`src/rtl/regfile_pkg.sv`:
```
// Shared constants and helpers for the multi-port register file and its busy scoreboard.
package regfile_pkg;

    localparam int RF_DATA_WIDTH = 32;
    localparam int RF_ADDR_WIDTH = 5;

    // MIPS architectural register indices
    localparam int REG_ZERO = 0;
    localparam int REG_SP   = 29;
    localparam int REG_RA   = 31;

    // Low bit of port `port` inside a flattened bus of `width`-bit slices.
    function automatic int slice_base(input int port, input int width);
        return port * width;
    endfunction

endpackage

```
`src/rtl/regfile_scoreboard.sv`:
```
// Per-register busy bits for delayed (load) writeback, with a registered population count.
module regfile_scoreboard
    import regfile_pkg::*;
#(
    parameter int ADDR_WIDTH = RF_ADDR_WIDTH,
    parameter int N_WRITE    = 2,
    parameter bit ZERO_REG   = 1'b1
) (
    input  logic                          clk,
    input  logic                          reset,
    input  logic [N_WRITE-1:0]            write_effective,
    input  logic [N_WRITE*ADDR_WIDTH-1:0] write_addr,
    input  logic                          reserve_enable,
    input  logic [ADDR_WIDTH-1:0]         reserve_addr,
    output logic [(1<<ADDR_WIDTH)-1:0]    busy,
    output logic [ADDR_WIDTH:0]           busy_count
);

    localparam int DEPTH = 1 << ADDR_WIDTH;

    logic [DEPTH-1:0]    busy_next;
    logic [ADDR_WIDTH:0] count_next;
    logic                reserve_valid;

    assign reserve_valid = reserve_enable &&
                           !(ZERO_REG && (reserve_addr == ADDR_WIDTH'(REG_ZERO)));

    // Clears are applied before the set so a load issued over a completing one stays busy.
    always_comb begin
        busy_next = busy;
        for (int j = 0; j < N_WRITE; j++) begin
            if (write_effective[j]) begin
                busy_next[write_addr[slice_base(j, ADDR_WIDTH) +: ADDR_WIDTH]] = 1'b0;
            end
        end
        if (reserve_valid) begin
            busy_next[reserve_addr] = 1'b1;
        end
    end

    always_comb begin
        count_next = '0;
        for (int k = 0; k < DEPTH; k++) begin
            count_next = count_next + (ADDR_WIDTH + 1)'(busy_next[k]);
        end
    end

    always_ff @(posedge clk) begin
        if (reset) begin
            busy       <= '0;
            busy_count <= '0;
        end else begin
            busy       <= busy_next;
            busy_count <= count_next;
        end
    end

endmodule

```
`src/rtl/register_file_mp.sv`:
```
// Parametrised multi-port register file with zero-register masking, write bypass and busy scoreboard.
module register_file_mp
    import regfile_pkg::*;
#(
    parameter int DATA_WIDTH = RF_DATA_WIDTH,
    parameter int ADDR_WIDTH = RF_ADDR_WIDTH,
    parameter int N_READ     = 2,
    parameter int N_WRITE    = 2,
    parameter bit BYPASS     = 1'b1,
    parameter bit ZERO_REG   = 1'b1
) (
    input  logic                          clk,
    input  logic                          reset,
    input  logic [N_READ*ADDR_WIDTH-1:0]  read_addr,
    output logic [N_READ*DATA_WIDTH-1:0]  read_data,
    output logic [N_READ-1:0]             read_busy,
    input  logic [N_WRITE-1:0]            write_enable,
    input  logic [N_WRITE*ADDR_WIDTH-1:0] write_addr,
    input  logic [N_WRITE*DATA_WIDTH-1:0] write_data,
    input  logic                          reserve_enable,
    input  logic [ADDR_WIDTH-1:0]         reserve_addr,
    output logic [ADDR_WIDTH:0]           busy_count
);

    localparam int DEPTH = 1 << ADDR_WIDTH;

    logic [DATA_WIDTH-1:0] regs [DEPTH];
    logic [N_WRITE-1:0]    write_effective;
    logic [DEPTH-1:0]      busy;

    logic [ADDR_WIDTH-1:0] rd_addr;
    logic [ADDR_WIDTH-1:0] wr_addr;
    logic [DATA_WIDTH-1:0] rd_value;
    logic                  rd_busy;

    // NOTE: every always_comb output gets a default first so no path leaves it unassigned (no latch).
    always_comb begin
        write_effective = '0;
        for (int j = 0; j < N_WRITE; j++) begin
            write_effective[j] = write_enable[j] &&
                !(ZERO_REG &&
                  (write_addr[slice_base(j, ADDR_WIDTH) +: ADDR_WIDTH] == ADDR_WIDTH'(REG_ZERO)));
        end
    end

    // NOTE: the array is reset because a read after reset must return zero; it cannot map onto a RAM macro.
    // NOTE: non-blocking updates in port order, so the last (highest-index) port to the same address wins.
    always_ff @(posedge clk) begin
        if (reset) begin
            for (int k = 0; k < DEPTH; k++) begin
                regs[k] <= '0;
            end
        end else begin
            for (int j = 0; j < N_WRITE; j++) begin
                if (write_effective[j]) begin
                    regs[write_addr[slice_base(j, ADDR_WIDTH) +: ADDR_WIDTH]]
                        <= write_data[slice_base(j, DATA_WIDTH) +: DATA_WIDTH];
                end
            end
        end
    end

    always_comb begin
        read_data = '0;
        read_busy = '0;
        rd_addr   = '0;
        wr_addr   = '0;
        rd_value  = '0;
        rd_busy   = 1'b0;
        for (int i = 0; i < N_READ; i++) begin
            rd_addr  = read_addr[slice_base(i, ADDR_WIDTH) +: ADDR_WIDTH];
            rd_value = regs[rd_addr];
            rd_busy  = busy[rd_addr];
            if (BYPASS) begin
                // Ascending scan: a later matching port overrides, giving highest-index priority.
                for (int j = 0; j < N_WRITE; j++) begin
                    wr_addr = write_addr[slice_base(j, ADDR_WIDTH) +: ADDR_WIDTH];
                    if (write_effective[j] && (wr_addr == rd_addr)) begin
                        rd_value = write_data[slice_base(j, DATA_WIDTH) +: DATA_WIDTH];
                        rd_busy  = 1'b0;
                    end
                end
            end
            if (reset || (ZERO_REG && (rd_addr == ADDR_WIDTH'(REG_ZERO)))) begin
                rd_value = '0;
                rd_busy  = 1'b0;
            end
            read_data[slice_base(i, DATA_WIDTH) +: DATA_WIDTH] = rd_value;
            read_busy[i] = rd_busy;
        end
    end

    regfile_scoreboard #(
        .ADDR_WIDTH (ADDR_WIDTH),
        .N_WRITE    (N_WRITE),
        .ZERO_REG   (ZERO_REG)
    ) u_scoreboard (
        .clk             (clk),
        .reset           (reset),
        .write_effective (write_effective),
        .write_addr      (write_addr),
        .reserve_enable  (reserve_enable),
        .reserve_addr    (reserve_addr),
        .busy            (busy),
        .busy_count      (busy_count)
    );

endmodule

```
`config.mk`:
```
export PLATFORM = sky130hd
export DESIGN_NAME = register_file_mp
export DESIGN_NICKNAME = d
export VERILOG_FILES = /design/src/rtl/regfile_pkg.sv /design/src/rtl/regfile_scoreboard.sv /design/src/rtl/register_file_mp.sv
export SDC_FILE = /design/constraint.sdc
export NUM_CORES = 2
export LEC_CHECK = 0
export BUFFER_PORTS_ARGS = -buffer_cell sky130_fd_sc_hd__buf_2
export CORE_ASPECT_RATIO = 1.25
export CORE_UTILIZATION = 27
export CTS_CLUSTER_DIAMETER = 200
export DETAILED_ROUTE_END_ITERATION = 10
export HOLD_SLACK_MARGIN = 0.15
export PLACE_DENSITY = 0.39
export SYNTH_ARGS = -nofsm -noshare
export SYNTH_HDL_FRONTEND = slang
export SYNTH_SLANG_ARGS = --single-unit
```
`constraint.sdc`:
```
create_clock -name clk -period 11.6 [get_ports clk]
set_input_delay 1.16 -clock clk [delete_from_list [all_inputs] [get_ports clk]]
set_output_delay 1.16 -clock clk [all_outputs]
set_load 0.02 [all_outputs]
```
; ---- Word level (Yosys, flattened, before mapping)
; Memories as Yosys holds them, arrays and structs flattened.
; Index checks and enable logic that the tools add are counted.
[totals]
output_inout_bits = 72
ram_bits = 1024
n_memories = 1
rom_bits = 0
in_bits = 94
regBits = 38
word_cells = 112
latch_bits = 0
[classes]
bitwise = 5
multipliers = 0
shift = 0
n_addsub = 31
n_reduce_logical = 22
n_eq_ne = 4
div = 0
magnitude_cmp = 8
mux = 39
[mem_list]
columns = memory, words, word_bits, read_ports, rd_ports_with_merged_regs, write_ports, line_no
row1 = regs, 32, 32, 2, 0, 32, register_file_mp.sv:27  ; logic [DATA_WIDTH-1:0] regs [DEPTH];
[op_table]
columns = operator, n
row1 = 32-bit two-way mux, 11
row2 = 6-bit by 1-bit adder with 6-bit output, 30
row3 = 32-bit bitwise AND, 2
row4 = 32-bit NOT, 2
row5 = 32-bit OR reduction, 2
row6 = 32-bit OR, 1
row7 = 5-bit by 6-bit less-than comparator with 1-bit output (second input constant), 5
row8 = 5-bit zero test, 5
row9 = 1-bit two-way mux, 21
row10 = 5-bit == test, 4
row11 = 1-bit demux with 5-bit select, 3
row12 = 5-bit by 1-bit greater-or-equal comparator with 1-bit output (second input constant), 3
row13 = 1-bit binary-select mux with 5-bit select, 2
row14 = 1-bit logical AND, 10
row15 = 5-bit two-way mux, 2
row16 = 1-bit zero test, 3
row17 = 1-bit by 1-bit adder with 2-bit output, 1
row18 = 1-bit logical OR, 2

; ---- Longest topological paths before layout
[depth]
word_depth = 42
ltp_mapped = 24

; ---- By module
; Synthesis repeated with hierarchy kept, for this count alone.
[hier_totals]
cells_unflattened = 5140
hier_area_um2 = 63098.0
[by_module_without_submodules]
columns = module, seq_area_each_um2, area_per_inst_um2, cells_per_inst, instances
row1 = register_file_mp, 30749.5, 60267.8, 4826, 1
row2 = regfile_scoreboard, 760.7, 2830.2, 314, 1

; ---- Worst setup path after synthesis
; OpenSTA, ideal clock, no wires.
[synth_path]
kind = in2reg
from = input port write_addr[6]
to = register u_scoreboard.busy_count[4]
t_arrival_ns = 6.711
path_slack_ns = 4.761
path_buffers = 3
setup_time_ns = 0.128
path_stages = 21
path_cell_list = buf_2 -> nand2b_1 -> buf_2 -> buf_2 -> nand2b_1 -> a32o_1 -> ha_1 -> inv_1 -> fa_1 -> fa_1 -> fa_1 -> fa_1 -> fa_1 -> fa_1 -> inv_1 -> fa_1 -> fa_1 -> a21o_1 -> a21oi_1 -> xor2_1 -> nor2_1
[synth_via]
elab_chain_cells = 40
word_cells_on_any_way = 44
cone_classes = add/sub (31) / order compare (2) / mux (4) / bitwise (3) / reduce/logical (4)
[synth_lines]
columns = item, line_no
row1 = start: declaration, register_file_mp.sv:18  ; input logic [N_WRITE*ADDR_WIDTH-1:0] write_addr,
row2 = 5-bit by 6-bit less-than comparator with 1-bit output (not written as such) / 5-bit by 1-bit greater-or-equal comparator with 1-bit output (equally long branches), regfile_scoreboard.sv:33  ; busy_next[write_addr[slice_base(j, ADDR_WIDTH) +: ADDR_WIDTH]] = 1'b0;
row3 = 1-bit logical AND (not written as such), regfile_scoreboard.sv:33
row4 = 1-bit two-way mux (not written as such), regfile_scoreboard.sv:33
row5 = 1-bit demux with 5-bit select, -
row6 = 32-bit NOT (no line), -
row7 = 32-bit bitwise AND (no line), -
row8 = 32-bit two-way mux *, regfile_scoreboard.sv:32  ; if (write_effective[j]) begin
row9 = 32-bit OR (no line), -
row10 = 32-bit two-way mux *, regfile_scoreboard.sv:36  ; if (reserve_valid) begin
row11 = via u_scoreboard.busy_next[1], regfile_scoreboard.sv:21  ; logic [DEPTH-1:0] busy_next;
row12 = 1-bit by 1-bit adder with 2-bit output *, regfile_scoreboard.sv:44  ; count_next = count_next + (ADDR_WIDTH + 1)'(busy_next[k]);
row13 = 6-bit by 1-bit adder with 6-bit output * (30 in a row), regfile_scoreboard.sv:44
row14 = end signal: assignment, regfile_scoreboard.sv:54  ; busy_count <= count_next;
row15 = end: declaration, regfile_scoreboard.sv:16  ; output logic [ADDR_WIDTH:0] busy_count
; Mark *: on every way through the listed nets, which the timed path passes. The rest lies on a longest branch.
; A chain may end at the register's enable or synchronous reset.

; ---- Worst setup path after layout
[layout_path]
from = input port write_enable[1]
to = register u_scoreboard.busy_count[4]
[layout_via]
elab_chain_cells = 35
[layout_lines]
columns = item, line_no
row1 = start: declaration, register_file_mp.sv:17  ; input logic [N_WRITE-1:0] write_enable,
row2 = 1-bit logical AND *, register_file_mp.sv:40  ; write_effective[j] = write_enable[j] &&
row3 = 32-bit two-way mux *, regfile_scoreboard.sv:32
row4 = 32-bit OR (no line), -
row5 = 32-bit two-way mux *, regfile_scoreboard.sv:36
row6 = 1-bit by 1-bit adder with 2-bit output, regfile_scoreboard.sv:44
row7 = 6-bit by 1-bit adder with 6-bit output (29 in a row), regfile_scoreboard.sv:44
row8 = 6-bit by 1-bit adder with 6-bit output *, regfile_scoreboard.sv:44
; Every way passes the cells marked *; elsewhere a longest branch is shown, timed or not.

==> summary.md <==
| Metric | Value |
|---|---|
| Die X | 434 um |
| CTS root buf | clkbuf_16 |
| Ys async rst share | 0 |
| Clk slew on worst S/H paths | 0.06 ns |
| # rows | 197 |
| Vias in the first global route | 49700 |
| Final wirelength | 321000 um |
| Layout cells sized above 1 | 0.159 |
| R2r worst-path depth | 16 |
| Number of max-cap violations | 0 |
| Period utilization | 0.582 |
| H-tree levels | 4 |
| Outcome | finished clean |
| Final hold vios | 0 |
| Max frequency | 148 MHz |
| Power per cell area | 141 nW/um2 |
| Clock skew | 0.00841 ns |
| Mapped Area | 62900 um2 |
| CP max-delay cell | fa_1 |
| Pins Over Slew Limit | 0 |
| Post-synth top area share | 0.489 |
| Seq cells post-synth | 1062 |
| Via count | 49300 |
| Dpl ws | 4.07 ns |
| Final nets | 4938 |
| Clock latency on the worst-skew pair | 0.80 ns |
| Register area share after synthesis | 0.501 |
| Core outline area | 231000 um2 |
| CP arrival | 7.40 ns |
| Number of distinct library cells after synthesis | 63 |
| Congestion Overflow GR | 0 |
| Top cells by count, synth | 1024 x edfxtp_1, 996 x a22o_1, 752 x mux2i_1, 386 x clkbuf_1, 265 x buf_2 |
| Critical R2R Capture | u_scoreboard.busy_count[4] |
| Cell mode on critical path | fa_1 |
| CP max FO | 7 |
| Final setup viols | 0 |
| GP Congestion | 0.839 |
| Mean post-synth cell area | 12.5 um2 |
| Worst Hold Path Cells | 1 |
| RSZ-0062 raised after global routing | false |
| First-pass GRT wire length | 430000 um |
| DRC errors left | 0 |
| Slew HR | 0.260 |
| Main synth FF type | edfxtp_1 |
| Synth top area cells | edfxtp_1 49%, a22o_1 14%, mux2i_1 12% |
| Hold Crit Class | reg -> reg |
| Drt pass-1 iters | 5 |
| CTS tree | done |
| Total GRT Usage | 0.267 |
| Setup CP Type | in -> reg |
| Post-route ant nets | 0 |
| Initial antenna violation count | 21 |
| Post-cts gate resize count | 0 |
| Largest net degree at the start of global routing | 95 |
| Area Overhead vs Synth | 12.1% |
| Initial Util | 0.272 |
| DRT iter0 DRCs | 4693 |
| Setup crit end | u_scoreboard.busy_count[4] |
| Peak VDD IR | 120 uV |
| Most common cell in the synthesized netlist | edfxtp_1 |
| Io pins | 166 |
| Max clock buf depth | 3 |
| Final TNS setup | 0 ns |
| Yosys Warn Count | 0 |
| Slowest stage delay, CP | 0.53 ns |
| Port Buffer Count | 165 |
| CP endpoint kind | register |
| Post-CTS Setup Repair Bufs | 0 |
| Post-CTS Hold Buffers | 0 |
| CTS Buf Count | 133 |
| Reg2Reg Setup Slack | 6.13 ns |
| Worst slew pin tran | 1.11 ns |
| Clock period minus worst slack | 6.75 ns |
| Cells after Synth | 5027 |
| FF-to-FF Start | u_scoreboard.busy[1] |
| Post-synth EDFFs | 1024 |
| Final WS setup | 4.85 ns |
| Vias/cell | 6.17 |
| Final std cells w/o fill | 7990 |
| Placed insts | 7761 |
| Critical path required time | 12.25 ns |
| CP Launch Point | write_enable[1] |
| DIE AREA | 235000 um2 |
| Post-DP HPWL | 177000 um |
| # clock sinks | 1062 |
| Die Y | 541 um |
| Leakage | 0.0249 uW |
| Critical-path cell list | buf_2 -> nor2b_2 -> nand3_1 -> nor2_1 -> a21oi_1 -> a22oi_1 -> fa_1 -> inv_1 -> fa_1 -> inv_1 -> fa_1 -> fa_1 -> fa_1 -> fa_1 -> inv_1 -> fa_1 -> fa_1 -> a21o_1 -> a21oi_1 -> xor2_1 -> nor2_1 |
| Drt wl/cell | 40.2 um |
| Startpoint Class | input pin |
| Post-synth top area cell | edfxtp_1 |
==> registers in the layout, indices dropped and copies added (netlist names) <==
signal,count
regs,1024
u_scoreboard.busy_count,6
u_scoreboard.busy,32
==> routing by layer <==
metal	global-route usage	vias up	part of all wire
met5	0	-	0.00030
met4	0.133	16	0.055
met3	0.0483	851	0.063
met2	0.460	2436	0.49
met1	0.318	26000	0.39
li1	-	19900	-
==> cells in the final DEF (no fill, tap or decap), types with 5 or more instances in the layout <==
cell       synthesis  final
a221oi_1         124    124
nor2_4             1      9
nand2_1           89     89
mux2i_1          752    752
clkinv_2           0     13
nand2b_1          40     10
a22o_1           996    996
inv_1             37     37
o21ai_0          187    187
dfxtp_1           38     38
nand3_1           16     14
buf_4             13    163
fa_1              24     24
nor2b_1           18     17
nand4_1           14     14
ha_1               8      8
nor3_4             1     32
xnor2_1           17     17
nor3b_1            5      5
nand2b_2           0     28
buf_2            265    158
mux4_2           157    157
o21ai_1           62     62
clkbuf_16          0    139
and4_1            61     61
conb_1             1     32
xor2_1             6      6
nor3_1            98     68
a22oi_1           27     27
a21oi_1           34     34
buf_6              3      5
clkinv_1           0     26
clkbuf_1         386     35
edfxtp_1        1024   1024
nor3_2            31     30
o22ai_1          250    250
nor2_1           140    135
==> logic make-up after synthesis <==
logic type               Yosys count  synth area share
AND/OR/NAND/NOR                  553            0.0496
XOR/XNOR                          23           0.00320
AO/OA/AOI/OAI                   1699             0.209
buffers and inverters            748            0.0511
multiplexers                     909             0.176
adder cells (fa/ha/maj)           32           0.00924
other                              1         0.0000597
flip-flops                      1062             0.501
==> critical path, delay by kind of cell <==
family / cells / cell delay (ns)
xor+xnor: 1 / 0.18
fa+ha+maj: 8 / 3.70
compound gates: 4 / 0.83
buf+inv: 4 / 0.41
simple gates: 4 / 1.14
==> final cells by class <==
| type | instances | area [um2] |
|---|---|---|
| Clock buffer | 175 | 3620 |
| Sequential cell | 1062 | 31500 |
| Fill cell | 23000 | 160000 |
| Inverter | 37 | 139 |
| Tap cell | 3084 | 3860 |
| Antenna cell | 2 | 5.00 |
| Multi-Input combinational cell | 3248 | 28800 |
| Timing Repair Buffer | 330 | 2140 |
| Clock inverter | 52 | 377 |
==> power by group <==
group	switching (uW)	total, uW	internal, uW
registers	114	4560	4450
logic	931	1340	408
clock network	1770	4020	2260
total	2810	9920	7110
==> through the flow <==
step / utilization / power, uW / area [um2] / hold slack (ns)
2_1_floorplan: - / 5400 / 63000 / 0.467
3_3_place_gp: 0.288 / 5950 / 66500 / 0.503
3_5_place_dp: 0.288 / 5970 / 66500 / 0.510
4_1_cts: 0.305 / 9980 / 70500 / 0.518
5_1_grt: 0.305 / 10200 / 70500 / 0.538
6_report: 0.305 / 9920 / 70500 / 0.514
==> how the worst min path moves through the flow <==
stage	from	to	slack [ns]
floorplan	u_scoreboard.busy[0]	u_scoreboard.busy[0]	0.47
global placement	u_scoreboard.busy[0]	u_scoreboard.busy[0]	0.50
detailed placement	u_scoreboard.busy[0]	u_scoreboard.busy[0]	0.51
CTS	u_scoreboard.busy[0]	u_scoreboard.busy[0]	0.52
global route	u_scoreboard.busy[0]	u_scoreboard.busy[0]	0.54
finish	u_scoreboard.busy[0]	u_scoreboard.busy[0]	0.51
(Power assumes the default switching activity.)
